[src/rtl/rv32i_trap_ctrl.sv]
// ============================================================================
// rv32i_trap_ctrl
// ----------------------------------------------------------------------------
// Machine-mode trap sequencer for a small RV32I core. It arbitrates between
// synchronous exceptions, MRET, and the machine external/timer interrupts.
// It tells the CSR file to enter or leave a trap, and then hands the new fetch
// PC to the front end through a valid/ready redirect handshake.
//
// Sequence: IDLE -> TRAP|MRET (one cycle, trigger + flush) -> REDIR (hold
// until redirect_ready) -> IDLE. Requests are only sampled in IDLE. Requests
// that arrive while the sequencer is busy are not queued. The requester must
// keep them asserted.
//
// Ports
//   clk, rst_n          clock (rising edge), async active-low reset
//   exc_valid/cause/pc/tval  exception request from the pipeline
//   mret_req            MRET request from the pipeline
//   irq_pc, commit_ok   interrupt return PC, interruptible-boundary flag
//   ext_irq             machine external interrupt line
//   mstatus_in, mie_in, mip_in, mtvec_in, mepc_in   current CSR values
//   exception_trigger/cause/pc/value   trap-entry command to the CSR file
//   mret_trigger        trap-return command to the CSR file
//   redirect_valid/pc/ready            fetch redirect handshake
//   stall, flush        pipeline hold and younger-instruction kill
//
// Configuration
//   TRAP_VECTORED_EN    when defined, an interrupt taken with mtvec mode 01
//                       vectors to base + 4*cause. Otherwise every trap
//                       goes to the mtvec base.
// ============================================================================
module rv32i_trap_ctrl (
    input  logic        clk,
    input  logic        rst_n,
    input  logic        exc_valid,
    input  logic [3:0]  exc_cause,
    input  logic [31:0] exc_pc,
    input  logic [31:0] exc_tval,
    input  logic        mret_req,
    input  logic [31:0] irq_pc,
    input  logic        commit_ok,
    input  logic        ext_irq,
    input  logic [31:0] mstatus_in,
    input  logic [31:0] mie_in,
    input  logic [31:0] mip_in,
    input  logic [31:0] mtvec_in,
    input  logic [31:0] mepc_in,
    output logic        exception_trigger,
    output logic [31:0] exception_cause,
    output logic [31:0] exception_pc,
    output logic [31:0] exception_value,
    output logic        mret_trigger,
    output logic        redirect_valid,
    output logic [31:0] redirect_pc,
    input  logic        redirect_ready,
    output logic        stall,
    output logic        flush
);

    localparam logic [1:0] IDLE  = 2'd0;
    localparam logic [1:0] TRAP  = 2'd1;
    localparam logic [1:0] MRET  = 2'd2;
    localparam logic [1:0] REDIR = 2'd3;

    localparam logic [31:0] CAUSE_EXT_IRQ = 32'h8000_000B;
    localparam logic [31:0] CAUSE_TMR_IRQ = 32'h8000_0007;

    logic [1:0]  state_q,  state_d;
    logic [31:0] cause_q,  cause_d;
    logic [31:0] pc_q,     pc_d;
    logic [31:0] value_q,  value_d;
    logic [31:0] target_q, target_d;

    logic        ext_eligible;
    logic        tmr_eligible;
    logic [31:0] mtvec_base;
    logic [31:0] trap_target;

    // Interrupts are only eligible when global MIE is set and the pipeline
    // sits at an interruptible boundary. These terms are consulted only in
    // IDLE. During TRAP the CSR file clears MIE, so the same interrupt
    // cannot be re-taken.
    assign ext_eligible = ext_irq    & mie_in[11] & mstatus_in[3] & commit_ok;
    assign tmr_eligible = mip_in[7]  & mie_in[7]  & mstatus_in[3] & commit_ok;
    assign mtvec_base   = {mtvec_in[31:2], 2'b00};

    // Trap target is computed during TRAP from the latched cause. Bit 31
    // marks an interrupt, and only interrupts may be vectored.
`ifdef TRAP_VECTORED_EN
    assign trap_target = (cause_q[31] && (mtvec_in[1:0] == 2'b01))
                       ? mtvec_base + {26'd0, cause_q[3:0], 2'b00}
                       : mtvec_base;
`else
    assign trap_target = mtvec_base;
`endif

    // Next-state logic. Priority in IDLE is exception > MRET > external
    // interrupt > timer interrupt.
    always_comb begin
        state_d  = state_q;
        cause_d  = cause_q;
        pc_d     = pc_q;
        value_d  = value_q;
        target_d = target_q;
        case (state_q)
            IDLE: begin
                if (exc_valid) begin
                    state_d = TRAP;
                    cause_d = {28'h0, exc_cause};
                    pc_d    = exc_pc;
                    value_d = exc_tval;
                end else if (mret_req) begin
                    state_d = MRET;
                end else if (ext_eligible) begin
                    state_d = TRAP;
                    cause_d = CAUSE_EXT_IRQ;
                    pc_d    = irq_pc;
                    value_d = 32'h0;
                end else if (tmr_eligible) begin
                    state_d = TRAP;
                    cause_d = CAUSE_TMR_IRQ;
                    pc_d    = irq_pc;
                    value_d = 32'h0;
                end
            end
            TRAP: begin
                target_d = trap_target;
                state_d  = REDIR;
            end
            MRET: begin
                target_d = {mepc_in[31:2], 2'b00};
                state_d  = REDIR;
            end
            REDIR: begin
                if (redirect_ready) begin
                    state_d = IDLE;
                end
            end
            default: state_d = IDLE;
        endcase
    end

    // State and latched trap data. An asynchronous reset drops any
    // in-flight operation, and every output returns to zero.
    always_ff @(posedge clk or negedge rst_n) begin
        if (!rst_n) begin
            state_q  <= IDLE;
            cause_q  <= 32'h0;
            pc_q     <= 32'h0;
            value_q  <= 32'h0;
            target_q <= 32'h0;
        end else begin
            state_q  <= state_d;
            cause_q  <= cause_d;
            pc_q     <= pc_d;
            value_q  <= value_d;
            target_q <= target_d;
        end
    end

    assign exception_trigger = (state_q == TRAP);
    assign mret_trigger      = (state_q == MRET);
    assign flush             = (state_q == TRAP) || (state_q == MRET);
    assign stall             = (state_q != IDLE);
    assign redirect_valid    = (state_q == REDIR);
    assign redirect_pc       = {target_q[31:2], 2'b00};
    assign exception_cause   = cause_q;
    assign exception_pc      = pc_q;
    assign exception_value   = value_q;

    // CSR bits that this block does not care about.
    logic unused_csr_bits;
    assign unused_csr_bits = ^{mstatus_in[31:4], mstatus_in[2:0],
                               mie_in[31:12], mie_in[10:8], mie_in[6:0],
                               mip_in[31:8], mip_in[6:0],
                               mtvec_in[1:0], mepc_in[1:0]};

endmodule

[config.mk]
export PLATFORM = sky130hd
export DESIGN_NAME = rv32i_trap_ctrl
export DESIGN_NICKNAME = d
export VERILOG_FILES = /design/src/rtl/rv32i_trap_ctrl.sv
export SDC_FILE = /design/constraint.sdc
export NUM_CORES = 1
export LEC_CHECK = 0
export CAP_MARGIN = 15
export CORE_AREA = 5 5 153 155
export CTS_CLUSTER_DIAMETER = 80
export DETAILED_ROUTE_END_ITERATION = 6
export DIE_AREA = 0 0 158 160
export GPL_ROUTABILITY_DRIVEN = 0
export PLACE_DENSITY_LB_ADDON = 0.25
export SYNTH_ARGS = -nofsm -noshare
export SYNTH_HDL_FRONTEND = slang
export SYNTH_SLANG_ARGS = --single-unit
[constraint.sdc]
create_clock -name clk -period 1.8 [get_ports clk]
set_input_delay 0.45 -clock clk [delete_from_list [all_inputs] [get_ports clk]]
set_output_delay 0.45 -clock clk [all_outputs]
set_load 0.05 [all_outputs]
; Word-level counts from Yosys, hierarchy flattened
; Cells that the tools add are included.
; W data, S select, Z words.
[word_totals]
ff_bits = 130
input_bits = 267
out_inout_bits = 133
wordCells = 44
[op_classes]
eq_ne = 6
n_mux = 19
bitwise_logic = 6
n_reduce_logical = 8
[op_table]
columns = operator, count
row1 = $mux W32, 12
row2 = $pmux W32 S2, 1
row3 = $mux W2, 5
row4 = $and A1 B1 Y1, 6
row5 = $pmux W2 S3, 1
row6 = $ne A5 B5 Y1 const B, 1
row7 = $eq A2 B2 Y1 const B, 2
row8 = $reduce_bool A2 Y1, 2
row9 = $reduce_and A3 Y1, 1
row10 = $reduce_bool A3 Y1, 1
row11 = $eq A2 B1 Y1 const B, 1
row12 = $logic_not A2 Y1, 1
row13 = $ne A2 B1 Y1 const B, 1
row14 = $ne A2 B2 Y1 const B, 1
row15 = $reduce_and A2 Y1, 1
row16 = $reduce_or A2 Y1, 1
row17 = $logic_or A1 B1 Y1, 1

; Longest topological paths before layout
[logic_depth]
ltp_word = 8
depth_mapped = 8

; Worst setup path before layout
; No wires, ideal clock.
[synth_path]
path_kind = reg-to-reg
start = reg state_q[0]
end = reg pc_q[3] (netlist: exception_pc[3])
setup_ps = 137
arrival_ps = 1848
required_ps = 1663
path_slack_ps = -185
path_stages_with_launch = 9
path_cell_list = dfrtp_1 inv_1 ha_1 inv_2 or4b_1 buf_2 buf_6 o22ai_1 a21oi_1
[synth_via]
elab_chain_cells = 2
[synth_rtl]
columns = item, line
row1 = from (decl), 67  ; logic [1:0] state_q, state_d;
row2 = from (signal assigned), 152  ; state_q <= state_d;
row3 = $logic_not A2 Y1, 104  ; case (state_q)
row4 = $reduce_and A3 Y1 (no line), --
row5 = to (signal assigned), 154  ; pc_q <= pc_d;
row6 = to (decl), 69  ; logic [31:0] pc_q, pc_d;
; No other way between the ends.
; A chain may end at the register's enable or synchronous reset.

; Final worst setup path
[layout_path]
start = in ext_irq
end = reg pc_q[14] (netlist: exception_pc[14])
[layout_via]
elab_chain_cells = 6
[layout_rtl]
columns = item, line
row1 = from (decl), 41  ; input logic ext_irq,
row2 = $and A1 B1 Y1 (*) (3 in a row), 82  ; assign ext_eligible = ext_irq & mie_in[11] & mstatus_in[3] & commit_ok;
row3 = $mux W32, 113  ; end else if (ext_eligible) begin
row4 = $mux W32, 111  ; end else if (mret_req) begin
row5 = $mux W32, 106  ; if (exc_valid) begin
; Mark *: on every way between the ends. The rest lies on a longest branch, timed or not. The select of a mux whose other input is x is not followed.

==> impl_metrics.env <==
export IMPL_syn_inst=428
export IMPL_netlist_area_um2=4792
export IMPL_highest_layer="met4"
export IMPL_p_leak_nw=3.622
export IMPL_synth_compound_area_frac=0.2663
export IMPL_fin_crit_sh=1.026
export IMPL_io_buffers=274
export IMPL_max_clock_path_buffers=2
export IMPL_start_kind="input pin"
export IMPL_path_class="input pin to flop"
export IMPL_async_flop_share=1.000
export IMPL_finalNonFillerCells=999
export IMPL_dr_wl_met3_mm=1.644
export IMPL_worstSetupEndpointType="flop"
export IMPL_synth_xor_area_share=0
export IMPL_dp_cells=980
export IMPL_drive_above_1_share=0.2921
export IMPL_io_pins=400
export IMPL_clock_latency_ns=0.35
export IMPL_cts_root_buf="clkbuf_16"
export IMPL_post_place_ws_ns=-0.6126
export IMPL_period_needed_ns=1.846
export IMPL_grt_usage=0.1314
export IMPL_fmax_ghz=0.5417
export IMPL_arrival_ns=2.07
export IMPL_synth_top_family_by_area="compound AO/OA/AOI/OAI gates"
export IMPL_switchingPower_mw=8.230
export IMPL_wl_per_cell_um=17.40
export IMPL_critical_path_required_ns=2.02
export IMPL_grt_pass1_vias=5008
export IMPL_startpoint="ext_irq"
export IMPL_hold_violations=0
export IMPL_rows=54
export IMPL_intPower_mw=8.180
export IMPL_avgSynthCellArea_um2=11.20
export IMPL_synth_seq_cells=101
export IMPL_synth_edff_count=0
export IMPL_antenna_found_initial=0
export IMPL_cellPowerDensity_nw_per_um2=1967
export IMPL_clockPowerShare=0.115
export IMPL_tns_ns=-0.8285
export IMPL_synthSimpleGateAreaFrac=0.04334
export IMPL_grt_pass1_wl_mm=26.57
export IMPL_dr_pass1_iters=4
export IMPL_drv_slew=0
export IMPL_cp_buffers_inverters=2
export IMPL_die_w_um=158
export IMPL_numClockSinks=101
export IMPL_drtAntennaViolNets=0
export IMPL_crit_family="buffers and inverters"
export IMPL_grt_setup_unrepaired="yes"
export IMPL_cts_tree="yes"
export IMPL_violations="negative setup slack"
export IMPL_p_comb_frac=0.636
export IMPL_path_clk_slew_ns=0.07
export IMPL_viasPerCell=4.430
export IMPL_n_antenna_cell=0
export IMPL_die_area_um2=25280
export IMPL_wirelength_met1_mm=6.640
export IMPL_relSlewSlack=0.6203
export IMPL_grt_overflow=0
export IMPL_r2r_end="exception_pc[14]$_DFFE_PN0P_"
export IMPL_finalSetupViolCount=32
export IMPL_drc=0
export IMPL_setup_ws_ns=-0.04616
export IMPL_seqPwrFrac=0.249
export IMPL_crit_chain="clkdlybuf4s50_1 -> a22oi_1 -> or4b_4 -> clkbuf_16 -> o22ai_2 -> a21oi_1"
export IMPL_grt_start_max_net_pins=102
export IMPL_synthMuxAreaShare=0.06266
export IMPL_cts_htree_levels=3
export IMPL_crit_fanout=8
export IMPL_r2r_start="state_q[0]$_DFFE_PN0P_"
export IMPL_final_common_cell="clkdlybuf4s50_1"
export IMPL_coreArea_um2=21690
export IMPL_status="finished, violations left"
export IMPL_ys_warn_count=0
export IMPL_peakVddDrop_mv=0.9175
export IMPL_ys_types=35
export IMPL_start_util=0.2210
export IMPL_layout_common_cells="clkdlybuf4s50_1, buf_4, dfrtp_1"
export IMPL_fin_skew_ns=0.009329
export IMPL_yosysSeqAreaShare=0.5274
export IMPL_final_nets=987
export IMPL_slowest_delay_ns=0.61
export IMPL_area_delta_synth_final_pct=74.07
export IMPL_worst_pin_slew_ns=0.5695
export IMPL_drt_iter0_drc=140
export IMPL_regToRegSetupSlack_ns=-0.02
export IMPL_dp_hpwl_mm=12.69
export IMPL_drt_wl_total_mm=17.39
export IMPL_die_y_um=160
export IMPL_numCtsBuffers=9
export IMPL_crit_path_top_delay_cell="or4b_4"
export IMPL_hold_class="input pin to async pin"
export IMPL_p_total_mw=16.41
export IMPL_r2r_cells=7
export IMPL_met2_length_mm=8.844
export IMPL_switching_share=0.5015
export IMPL_dr_total_vias=4426
export IMPL_cap_violations=0
export IMPL_yosys_area_share_adder=0.01305
export IMPL_synth_ff_type="dfrtp_1"
-- synth_stat cells (4+ instances only) --
cell,instances,area share
a21oi_1,63,0.066
a22o_1,32,0.058
buf_2,10,0.010
buf_4,29,0.045
buf_6,4,0.0094
clkbuf_1,20,0.016
dfrtp_1,101,0.53
ha_1,5,0.013
inv_1,5,0.0039
mux2i_1,30,0.063
nand2_1,5,0.0039
nor2_1,35,0.027
o22ai_1,36,0.047
o22ai_2,28,0.073
-- worst max path at each step --
stage                                              end  depth (start not counted)
final                     exception_pc[14]$_DFFE_PN0P_                          6
after global routing      exception_pc[10]$_DFFE_PN0P_                          7
after CTS                  exception_pc[3]$_DFFE_PN0P_                          7
after detailed placement   exception_pc[1]$_DFFE_PN0P_                          6
after global placement     exception_pc[1]$_DFFE_PN0P_                          6
after floorplan            exception_pc[3]$_DFFE_PN0P_                          8
-- through the flow --
| step | utilization | hold WS [ns] | instance area, µm² |
|---|---|---|---|
| after floorplan | - | 0.1544 | 4941 |
| after global placement | 0.3621 | 0.4890 | 7853 |
| after detailed placement | 0.3621 | 0.4861 | 7853 |
| after CTS | 0.3784 | 0.1885 | 8208 |
| after global routing | 0.3846 | 0.2029 | 8342 |
| final | 0.3846 | 0.1602 | 8342 |
-- sequential cells by signal, indices dropped and copies added, names as in the netlist --
| signal | count |
|---|---|
| state_q | 2 |
| exception_cause | 5 |
| target_q | 30 |
| exception_value | 32 |
| exception_pc | 32 |
-- metal layers --
| metal | global-route usage | up-vias |
|---|---|---|
| met5 | 0 | - |
| met4 | 0.03994 | 0 |
| met3 | 0.03897 | 19 |
| met2 | 0.2318 | 193 |
| met1 | 0.1525 | 2113 |
| li1 | - | 2101 |
-- power by group through the flow --
stage               combinational (mW)  clock (mW)  sequential [mW]
floorplan                         3.34           0             7.48
global placement                  10.2           0             4.09
detailed placement                10.3           0             4.08
CTS                               10.4        1.98             4.09
global route                      11.0        2.06             4.25
finish                            10.4        1.89             4.09
-- kinds of logic (layout without fill, tap and decap cells) --
kind of cell,count (synthesis),count (layout)
flops,101,101
simple gates,49,49
other cells,1,29
mux,30,30
fa+ha+maj,5,5
buf+inv,70,333
compound gates,172,172
-- repair_timing --
action | in CTS | in global routing
hold buffers | 0 | 0
gates resized for setup | 8 | 18
setup endpoints to repair | 34 | 36
buffers inserted | 1 | 0
pin swaps | 5 | 9
gates cloned | 1 | 2
-- final cells by class --
cell class                 instances  area (µm²)
clock buffer                      10       239.0
tap                              280       350.3
sequential                       101        2527
clock inverter                     5       42.54
fill                            2120       13350
multi-input combinational        285        2112
timing repair buffer             311        3037
inverter                           7       33.78
Power figures use the tool's default switching activity.
